===== config.mk =====
export PLATFORM = sky130hd
export DESIGN_NAME = ddr_req_queue
export DESIGN_NICKNAME = d
export VERILOG_FILES = /design/src/rtl/ddr_pkg.sv /design/src/rtl/ddr_sync_fifo.sv /design/src/rtl/ddr_req_queue.sv
export SDC_FILE = /design/constraint.sdc
export NUM_CORES = 1
export LEC_CHECK = 0
export CAP_MARGIN = 10
export CELL_PAD_IN_SITES_DETAIL_PLACEMENT = 0
export CELL_PAD_IN_SITES_GLOBAL_PLACEMENT = 1
export CORE_UTILIZATION = 46
export CTS_CLUSTER_DIAMETER = 200
export DETAILED_ROUTE_END_ITERATION = 12
export GPL_TIMING_DRIVEN = 1
export PLACE_DENSITY = 0.81
export SYNTH_ARGS = -nofsm -noshare
export SYNTH_HDL_FRONTEND = slang
export SYNTH_HIERARCHICAL = 1
export SYNTH_SLANG_ARGS = --single-unit

===== constraint.sdc =====
create_clock -name CK_t -period 11.2 [get_ports CK_t]
set_input_delay 2.24 -clock CK_t [delete_from_list [all_inputs] [get_ports CK_t]]
set_output_delay 2.24 -clock CK_t [all_outputs]
set_load 0.05 [all_outputs]

===== src/rtl/ddr_pkg.sv =====
// Shared DDR request-queue types: command encoding, default field widths and
// the request record carried from host to activation stage.
package ddr_pkg;

   localparam int DDR_BG_W   = 2;
   localparam int DDR_BA_W   = 2;
   localparam int DDR_ROW_W  = 16;
   localparam int DDR_COL_W  = 10;
   localparam int DDR_DATA_W = 64;

   typedef enum logic [1:0] {
      NOP = 2'b00,
      RD  = 2'b01,
      WR  = 2'b10
   } cmd_t;

   typedef struct packed {
      cmd_t                  cmd;
      logic [DDR_BG_W-1:0]   bg;
      logic [DDR_BA_W-1:0]   ba;
      logic [DDR_ROW_W-1:0]  row;
      logic [DDR_COL_W-1:0]  col;
      logic [DDR_DATA_W-1:0] wr_data;
   } req_t;

   function automatic logic cmd_legal(input logic [1:0] c);
      return (c == RD) || (c == WR);
   endfunction

endpackage


===== src/rtl/ddr_sync_fifo.sv =====
// Single-clock FIFO with N entries (N need not be a power of two); the head
// word is presented combinationally so the consumer can load it in one edge.
module ddr_sync_fifo #(
   parameter int W = 8,
   parameter int N = 7
) (
   input  logic                     clk,
   input  logic                     srst,
   input  logic                     push,
   input  logic                     pop,
   input  logic [W-1:0]             wdata,
   output logic [W-1:0]             rdata,
   output logic                     full,
   output logic                     empty,
   output logic [$clog2(N+1)-1:0]   count
);

   localparam int PTR_W = (N > 1) ? $clog2(N) : 1;
   localparam int CNT_W = $clog2(N+1);

   logic [W-1:0]     mem_q [N];
   logic [PTR_W-1:0] wr_ptr_q, wr_ptr_d;
   logic [PTR_W-1:0] rd_ptr_q, rd_ptr_d;
   logic [CNT_W-1:0] count_q, count_d;

   function automatic logic [PTR_W-1:0] ptr_inc(input logic [PTR_W-1:0] p);
      return (p == PTR_W'(N-1)) ? '0 : p + PTR_W'(1);
   endfunction

   always_comb begin
      wr_ptr_d = push ? ptr_inc(wr_ptr_q) : wr_ptr_q;
      rd_ptr_d = pop  ? ptr_inc(rd_ptr_q) : rd_ptr_q;
      count_d  = count_q + CNT_W'(push) - CNT_W'(pop);
   end

   always_ff @(posedge clk) begin
      if (srst) begin
         wr_ptr_q <= '0;
         rd_ptr_q <= '0;
         count_q  <= '0;
      end else begin
         wr_ptr_q <= wr_ptr_d;
         rd_ptr_q <= rd_ptr_d;
         count_q  <= count_d;
      end
   end

   // Storage carries no reset so it maps onto plain RAM.
   always_ff @(posedge clk) begin
      if (push) mem_q[wr_ptr_q] <= wdata;
   end

   assign rdata = mem_q[rd_ptr_q];
   assign full  = (count_q == CNT_W'(N));
   assign empty = (count_q == '0);
   assign count = count_q;

endmodule


===== src/rtl/ddr_req_queue.sv =====
// Host request buffer ahead of the DDR activation stage: FIFO plus one output
// register, with fall-through on an empty queue and refresh gating of loads.
module ddr_req_queue
   import ddr_pkg::*;
#(
   parameter int DEPTH  = 8,
   parameter int BG_W   = DDR_BG_W,
   parameter int BA_W   = DDR_BA_W,
   parameter int ROW_W  = DDR_ROW_W,
   parameter int COL_W  = DDR_COL_W,
   parameter int DATA_W = DDR_DATA_W
) (
   input  logic                           CK_t,
   input  logic                           reset,
   input  logic                           host_req_valid,
   input  logic [1:0]                     host_cmd,
   input  logic [BG_W+BA_W+ROW_W+COL_W-1:0] host_addr,
   input  logic [DATA_W-1:0]              host_wr_data,
   output logic                           cmd_rdy,
   input  logic                           act_idle,
   input  logic                           ref_hold,
   output logic                           req_valid,
   output logic [1:0]                     req_cmd,
   output logic [BG_W-1:0]                req_bg,
   output logic [BA_W-1:0]                req_ba,
   output logic [ROW_W-1:0]               req_row,
   output logic [COL_W-1:0]               req_col,
   output logic [DATA_W-1:0]              req_wr_data,
   output logic [$clog2(DEPTH+1)-1:0]     q_count,
   output logic                           err_illegal
);

   localparam int ADDR_W = BG_W + BA_W + ROW_W + COL_W;
   localparam int CNT_W  = $clog2(DEPTH+1);
   localparam int FIFO_N = DEPTH - 1;
   localparam int FCNT_W = $clog2(FIFO_N+1);

   typedef struct packed {
      logic [1:0]        cmd;
      logic [BG_W-1:0]   bg;
      logic [BA_W-1:0]   ba;
      logic [ROW_W-1:0]  row;
      logic [COL_W-1:0]  col;
      logic [DATA_W-1:0] wr_data;
   } ent_t;

   localparam int ENT_W = $bits(ent_t);

   ent_t              in_ent, head_ent;
   ent_t              out_q, out_d;
   logic              out_valid_q, out_valid_d;
   logic              err_q, err_d;
   logic              fifo_push, fifo_pop, fifo_full, fifo_empty;
   logic [FCNT_W-1:0] fifo_count;
   logic              legal, push, xfer, can_load, load_head, fall_thru;

   ddr_sync_fifo #(.W(ENT_W), .N(FIFO_N)) u_fifo (
      .clk   (CK_t),
      .srst  (reset),
      .push  (fifo_push),
      .pop   (fifo_pop),
      .wdata (in_ent),
      .rdata (head_ent),
      .full  (fifo_full),
      .empty (fifo_empty),
      .count (fifo_count)
   );

   assign q_count = CNT_W'(fifo_count) + CNT_W'(out_valid_q);
   // The FIFO alone holds DEPTH-1; with the output register empty (refresh
   // blocked its load) a full FIFO cannot take another entry.
   assign cmd_rdy = !reset && (q_count < CNT_W'(DEPTH)) && !(fifo_full && !out_valid_q);

   always_comb begin
      in_ent.cmd     = host_cmd;
      in_ent.col     = host_addr[COL_W-1:0];
      in_ent.row     = host_addr[COL_W +: ROW_W];
      in_ent.ba      = host_addr[COL_W+ROW_W +: BA_W];
      in_ent.bg      = host_addr[ADDR_W-1 -: BG_W];
      in_ent.wr_data = (host_cmd == RD) ? '0 : host_wr_data;

      legal     = cmd_legal(host_cmd);
      push      = host_req_valid && cmd_rdy && legal;
      xfer      = out_valid_q && act_idle;
      can_load  = !out_valid_q || xfer;
      load_head = can_load && !fifo_empty && !ref_hold;
      fall_thru = can_load && fifo_empty && push && !ref_hold;
      fifo_push = push && !fall_thru;
      fifo_pop  = load_head;
      err_d     = host_req_valid && cmd_rdy && !legal;

      out_d       = out_q;
      out_valid_d = out_valid_q;
      if (can_load) begin
         if (load_head) begin
            out_d       = head_ent;
            out_valid_d = 1'b1;
         end else if (fall_thru) begin
            out_d       = in_ent;
            out_valid_d = 1'b1;
         end else begin
            out_valid_d = 1'b0;
         end
      end
   end

   always_ff @(posedge CK_t) begin
      if (reset) begin
         out_q       <= '0;
         out_valid_q <= 1'b0;
         err_q       <= 1'b0;
      end else begin
         out_q       <= out_d;
         out_valid_q <= out_valid_d;
         err_q       <= err_d;
      end
   end

   assign req_valid   = out_valid_q;
   assign req_cmd     = out_q.cmd;
   assign req_bg      = out_q.bg;
   assign req_ba      = out_q.ba;
   assign req_row     = out_q.row;
   assign req_col     = out_q.col;
   assign req_wr_data = out_q.wr_data;
   assign err_illegal = err_q;

endmodule


# == After elaboration in Yosys (flattened, before gate mapping) ==
# Memory sizes are Yosys's and may differ from the RTL's. A register that Yosys moved wholly into a read port is not among the register bits.
# Index checks and enable logic that the tools add are counted.
# word_totals
inputBits,101
memories,1
word_cells,59
regBits,107
ramBits,672
# op_classes
n_eq_ne,5
addsub,5
magnitude_cmp,1
n_reduce_logical,25
muxes,11
# mem_list
name,depth,width,rd,rd_ports_with_merged_regs,wr,line_no,source
u_fifo.mem_q,7,96,1,1,1,ddr_sync_fifo.sv:21,logic [W-1:0] mem_q [N];
# op_table
cell,count
two-way mux 96 bit,2
two-way mux 64 bit,1
logical AND 1 bit,13
two-way mux 3 bit,4
"== test 3 bit, second input constant",3
logical NOT 1 bit,7
"adder 3 x 1 -> 3 bit, second input constant",2
adder 3 x 1 -> 4 bit,1
"< comparator 4 bit, second input constant",1
two-way mux 1 bit,4
adder 3 x 1 -> 3 bit,1
logical NOT 3 bit,1
subtractor 3 x 1 -> 3 bit,1
"== test 2 x 1 -> 1 bit, second input constant",1
"== test 2 bit, second input constant",1
logical OR 1 bit,2
AND reduction 2 bit,1
nonzero test 2 bit,1

# == Longest topological paths before layout ==
# logic_depth
depth_word,12
ltp_mapped,11
ltp_nobuf,10

# == Cells and area by module ==
# The synthesis kept the hierarchy.
# modules_own_cells
module,n_inst,cells_each,area_per_inst_um2
ddr_sync_fifo,1,1398,26779.4
ddr_req_queue,1,531,4953.5

# == Worst setup path before layout ==
# OpenSTA, ideal clock, no wires.
# synth_timing
path_kind,input -> register
from,input port reset
to,"memory u_fifo/mem_q[0][0] (netlist bit), enable pin"
path_slack_ns,-0.384
t_arrival_ns,10.915
path_stages,6
path_cell_list,clkbuf_1 -> nor3_1 -> nand2_1 -> a211oi_1 -> nand2b_1 -> nor3_1
# synth_via
elab_chain_cells,11
# synth_rtl
element,line_no,source
"start, declared",ddr_req_queue.sv:14,"input logic reset,"
logical NOT 1 bit *,ddr_req_queue.sv:72,assign cmd_rdy = !reset && (q_count < CNT_W'(DEPTH)) && !(fifo_full && !out_valid_q);
logical AND 1 bit * (2 in a row),ddr_req_queue.sv:72,
via cmd_rdy,ddr_req_queue.sv:19,"output logic cmd_rdy,"
logical AND 1 bit * (2 in a row),ddr_req_queue.sv:83,push = host_req_valid && cmd_rdy && legal;
logical AND 1 bit (2 in a row),ddr_req_queue.sv:87,fall_thru = can_load && fifo_empty && push && !ref_hold;
logical NOT 1 bit,ddr_req_queue.sv:88,fifo_push = push && !fall_thru;
logical AND 1 bit *,ddr_req_queue.sv:88,
via fifo_push,ddr_req_queue.sv:53,"logic fifo_push, fifo_pop, fifo_full, fifo_empty;"
two-way mux 1 bit *,ddr_sync_fifo.sv:50,if (push) mem_q[wr_ptr_q] <= wdata;
two-way mux 1 bit (implied by the code) *,ddr_sync_fifo.sv:50,
"end, declared",ddr_sync_fifo.sv:21,
# The timed path passes the listed nets; every way through them passes the cells marked *.

# == Worst setup path in the final report ==
# layout_timing
from,input port reset
to,output port cmd_rdy
# layout_via
elab_chain_cells,3
# layout_rtl
element,line_no
logical NOT 1 bit,ddr_req_queue.sv:72
logical AND 1 bit (2 in a row),ddr_req_queue.sv:72
"end, declared",ddr_req_queue.sv:19
# Every way passes these cells.

==> impl_metrics.env <==
export IMPL_drc=0
export IMPL_p_clk_share_pct=32.2
export IMPL_ys_flop_type="edfxtp_1"
export IMPL_dp_worst_setup_slack_ps=4818
export IMPL_crit_type="primary input to output pin"
export IMPL_hp_class="flop to flop"
export IMPL_cp_max_fo=39
export IMPL_die_width_um=264.7
export IMPL_path_cells="buf_4 -> nor3_1 -> clkdlybuf4s50_1"
export IMPL_slew_viol_final=0
export IMPL_synth_cells=1929
export IMPL_area_delta_synth_final_pct=16.17
export IMPL_ys_ff_latch=782
export IMPL_seq_power_share_pct=42.8
export IMPL_cp_start_kind="primary input"
export IMPL_hold_viol=0
export IMPL_clock_sinks=782
export IMPL_post_route_period_util_pct=54.47
export IMPL_yosysSeqAreaShare_pct=70.53
export IMPL_switching_power_mw=2.436
export IMPL_synth_edff_count=672
export IMPL_drt_pass1_iterations=5
export IMPL_p_leak_nw=11.57
export IMPL_finalClockSkew_ps=19.51
export IMPL_io_pins=204
export IMPL_core_sq_mm=0.06775
export IMPL_netlist_top_cells_area="edfxtp_1, mux2i_1, dfxtp_1"
export IMPL_fmax_ghz=0.1639
export IMPL_power_per_cell_area_mw_per_mm2=217.2
export IMPL_p_sw_share_pct=30.43
export IMPL_p_comb_share_pct=24.9
export IMPL_cts_tree="yes"
export IMPL_yosysWarningCount=6
export IMPL_die_area_sq_mm=0.07004
export IMPL_outcome="completed"
export IMPL_layout_drive_gt1_share_pct=13.95
export IMPL_ant_nets=0
export IMPL_cts_root_buf="clkbuf_16"
export IMPL_post_synth_top_count_cell="edfxtp_1"
export IMPL_dp_cells=2887
export IMPL_vias=17600
export IMPL_gp_congestion=0.7396
export IMPL_setup_viol=0
export IMPL_synth_top_cell_by_area="edfxtp_1"
export IMPL_synthesis_area_sq_mm=0.03173
export IMPL_io_buffer_count=203
export IMPL_post_drt_wl_per_cell_um=23.98
export IMPL_hold_slack_ps=503.3
export IMPL_slowest_delay_ps=980
export IMPL_drtIter0Drc=1194
export IMPL_synth_common_cells="edfxtp_1, mux2i_1, dfxtp_1"
export IMPL_syn_nets=2036
export IMPL_tns_ps=0
export IMPL_fin_nets=2202
export IMPL_irDropWorstVdd_v=0.0001797
export IMPL_period_needed_ps=6101
export IMPL_grt_remaining_overflow=0
export IMPL_grt_max_degree=195
export IMPL_tightest_slew_ps=1222
export IMPL_yosys_area_top_type_share_pct=63.59
export IMPL_ctsResizeCount=0
export IMPL_instances_no_fill=3031
export IMPL_avgSynthCellArea_sq_um=16.45
export IMPL_cts_buffers_inserted=79
export IMPL_grt_pass1_wl_mm=110.4
export IMPL_antenna_found_initial=6
export IMPL_cts_setup_buffers=0
export IMPL_routed_via_density=5.807
export IMPL_end_kind="output pin"
export IMPL_worstPathArrival_ps=3860
export IMPL_initial_core_util_pct=46.84
export IMPL_htreeDepth=3
export IMPL_cap_violations=0
export IMPL_setup_slack_ps=5099
export IMPL_slew_headroom_pct=18.52
export IMPL_clock_path_buffers=3
export IMPL_synthDistinctLibCells=35
export IMPL_p_int_mw=5.570
export IMPL_drt_total_wl_mm=72.70
export IMPL_rsz0062_at_grt="no"
export IMPL_synthArstFlopShare_pct=0
export IMPL_grt_usage_pct=20.75
export IMPL_rows=95
export IMPL_nFillCells=5278
export IMPL_path_clk_slew_ps=60
export IMPL_dieHeight_um=264.7
export IMPL_crit_required_ps=8960
export IMPL_clock_latency_ps=620
export IMPL_grt_pass1_vias=18070
export IMPL_slowest_stage="clkdlybuf4s50_1"
export IMPL_hold_buffers=0
export IMPL_dp_hpwl_mm=39.14
==> power by group through the flow <==
| stage | sequential [mW] | clock [mW] | combinational [mW] |
|---|---|---|---|
| 6_report | 3.43 | 2.58 | 2.00 |
| 5_1_grt | 3.45 | 2.75 | 2.11 |
| 4_1_cts | 3.43 | 2.63 | 2.01 |
| 3_5_place_dp | 3.49 | 0 | 2.00 |
| 3_3_place_gp | 3.49 | 0 | 1.97 |
| 2_1_floorplan | 3.81 | 0 | 1.14 |
==> flip-flops by register name (all words and copies together), names as in the netlist, 3 cells and up, named ones only <==
register and flops:
req_row 16, req_wr_data 64, u_fifo/wr_ptr_q 3, u_fifo/rd_ptr_q 3, u_fifo/count 3, req_col 10, u_fifo/mem_q 672
==> cells in the final DEF (no fill, tap or decap), types with 2 or more instances in the layout <==
cell	n
clkinv_1	17
ha_1	4
a211oi_1	97
mux2i_1	288
nand2_1	9
clkinv_2	7
o221ai_2	40
and3_1	3
xnor2_1	2
o221ai_1	56
clkdlybuf4s50_1	202
bufinv_16	6
nor2_4	4
mux2_4	9
mux2_2	87
dfxtp_4	3
clkbuf_1	19
dfxtp_1	107
nor2b_1	67
a21oi_1	103
o211ai_2	9
nor2_1	6
clkbuf_8	5
nor3_4	2
buf_4	29
nand2b_1	104
edfxtp_1	672
o211ai_1	87
nor3_1	4
inv_6	5
clkbuf_16	82
inv_1	5
==> kinds of logic after synthesis <==
| family | synth area share [%] |
|---|---|
| flops | 70.53 |
| compound gates | 9.857 |
| mux | 12.60 |
| simple gates | 3.911 |
| buf+inv | 2.760 |
| fa+ha+maj | 0.2602 |
| xor+xnor | 0.08282 |
==> routing by layer <==
metal | share of wire [%] | wire, um | track usage [%] | vias up
li1 | - | - | - | 7953
met1 | 43 | 31450 | 28.17 | 8968
met2 | 48 | 34920 | 33.72 | 550
met3 | 5.7 | 4134 | 3.363 | 125
met4 | 3.0 | 2163 | 7.749 | 4
met5 | 0.036 | 26 | 0 | -
==> critical path: cells and delay by family <==
kind                   cells  cell delay, ps
and+or+nand+nor            1             360
buffers and inverters      2            1240
==> per-stage QoR <==
stage | instance area [sq um] | power, mW | utilization, %
2_1_floorplan | 31740 | 4.949 | -
3_3_place_gp | 34330 | 5.461 | 50.67
3_5_place_dp | 34330 | 5.492 | 50.67
4_1_cts | 36860 | 8.072 | 54.41
5_1_grt | 36870 | 8.308 | 54.41
6_report | 36870 | 8.006 | 54.41
==> worst paths after layout <==
kind	end	cells past startpoint	from	slack, ps
min	flop	2	u_fifo/rd_ptr_q[2]$_SDFFE_PP0P_	500
max reg2reg	u_fifo/mem_q[3][39]$_DFFE_PP_	9	req_valid$_SDFFE_PP0N_	6740
max	cmd_rdy	3	reset	5100
min reg2reg	flop	2	u_fifo/rd_ptr_q[2]$_SDFFE_PP0P_	500
==> cell type report <==
class	count	area (sq um)	area share [%]
repair buffers	232	2260	6.130
inverters	7	28.78	0.07806
flip-flops and latches	782	22390	60.74
clock buffers	106	2192	5.946
diodes	1	2.502	0.006788
well taps	873	1092	2.963
clock inverters	37	339.1	0.9198
multi-input cells	993	8558	23.21
Note: power is estimated with default switching activity, not from simulation.
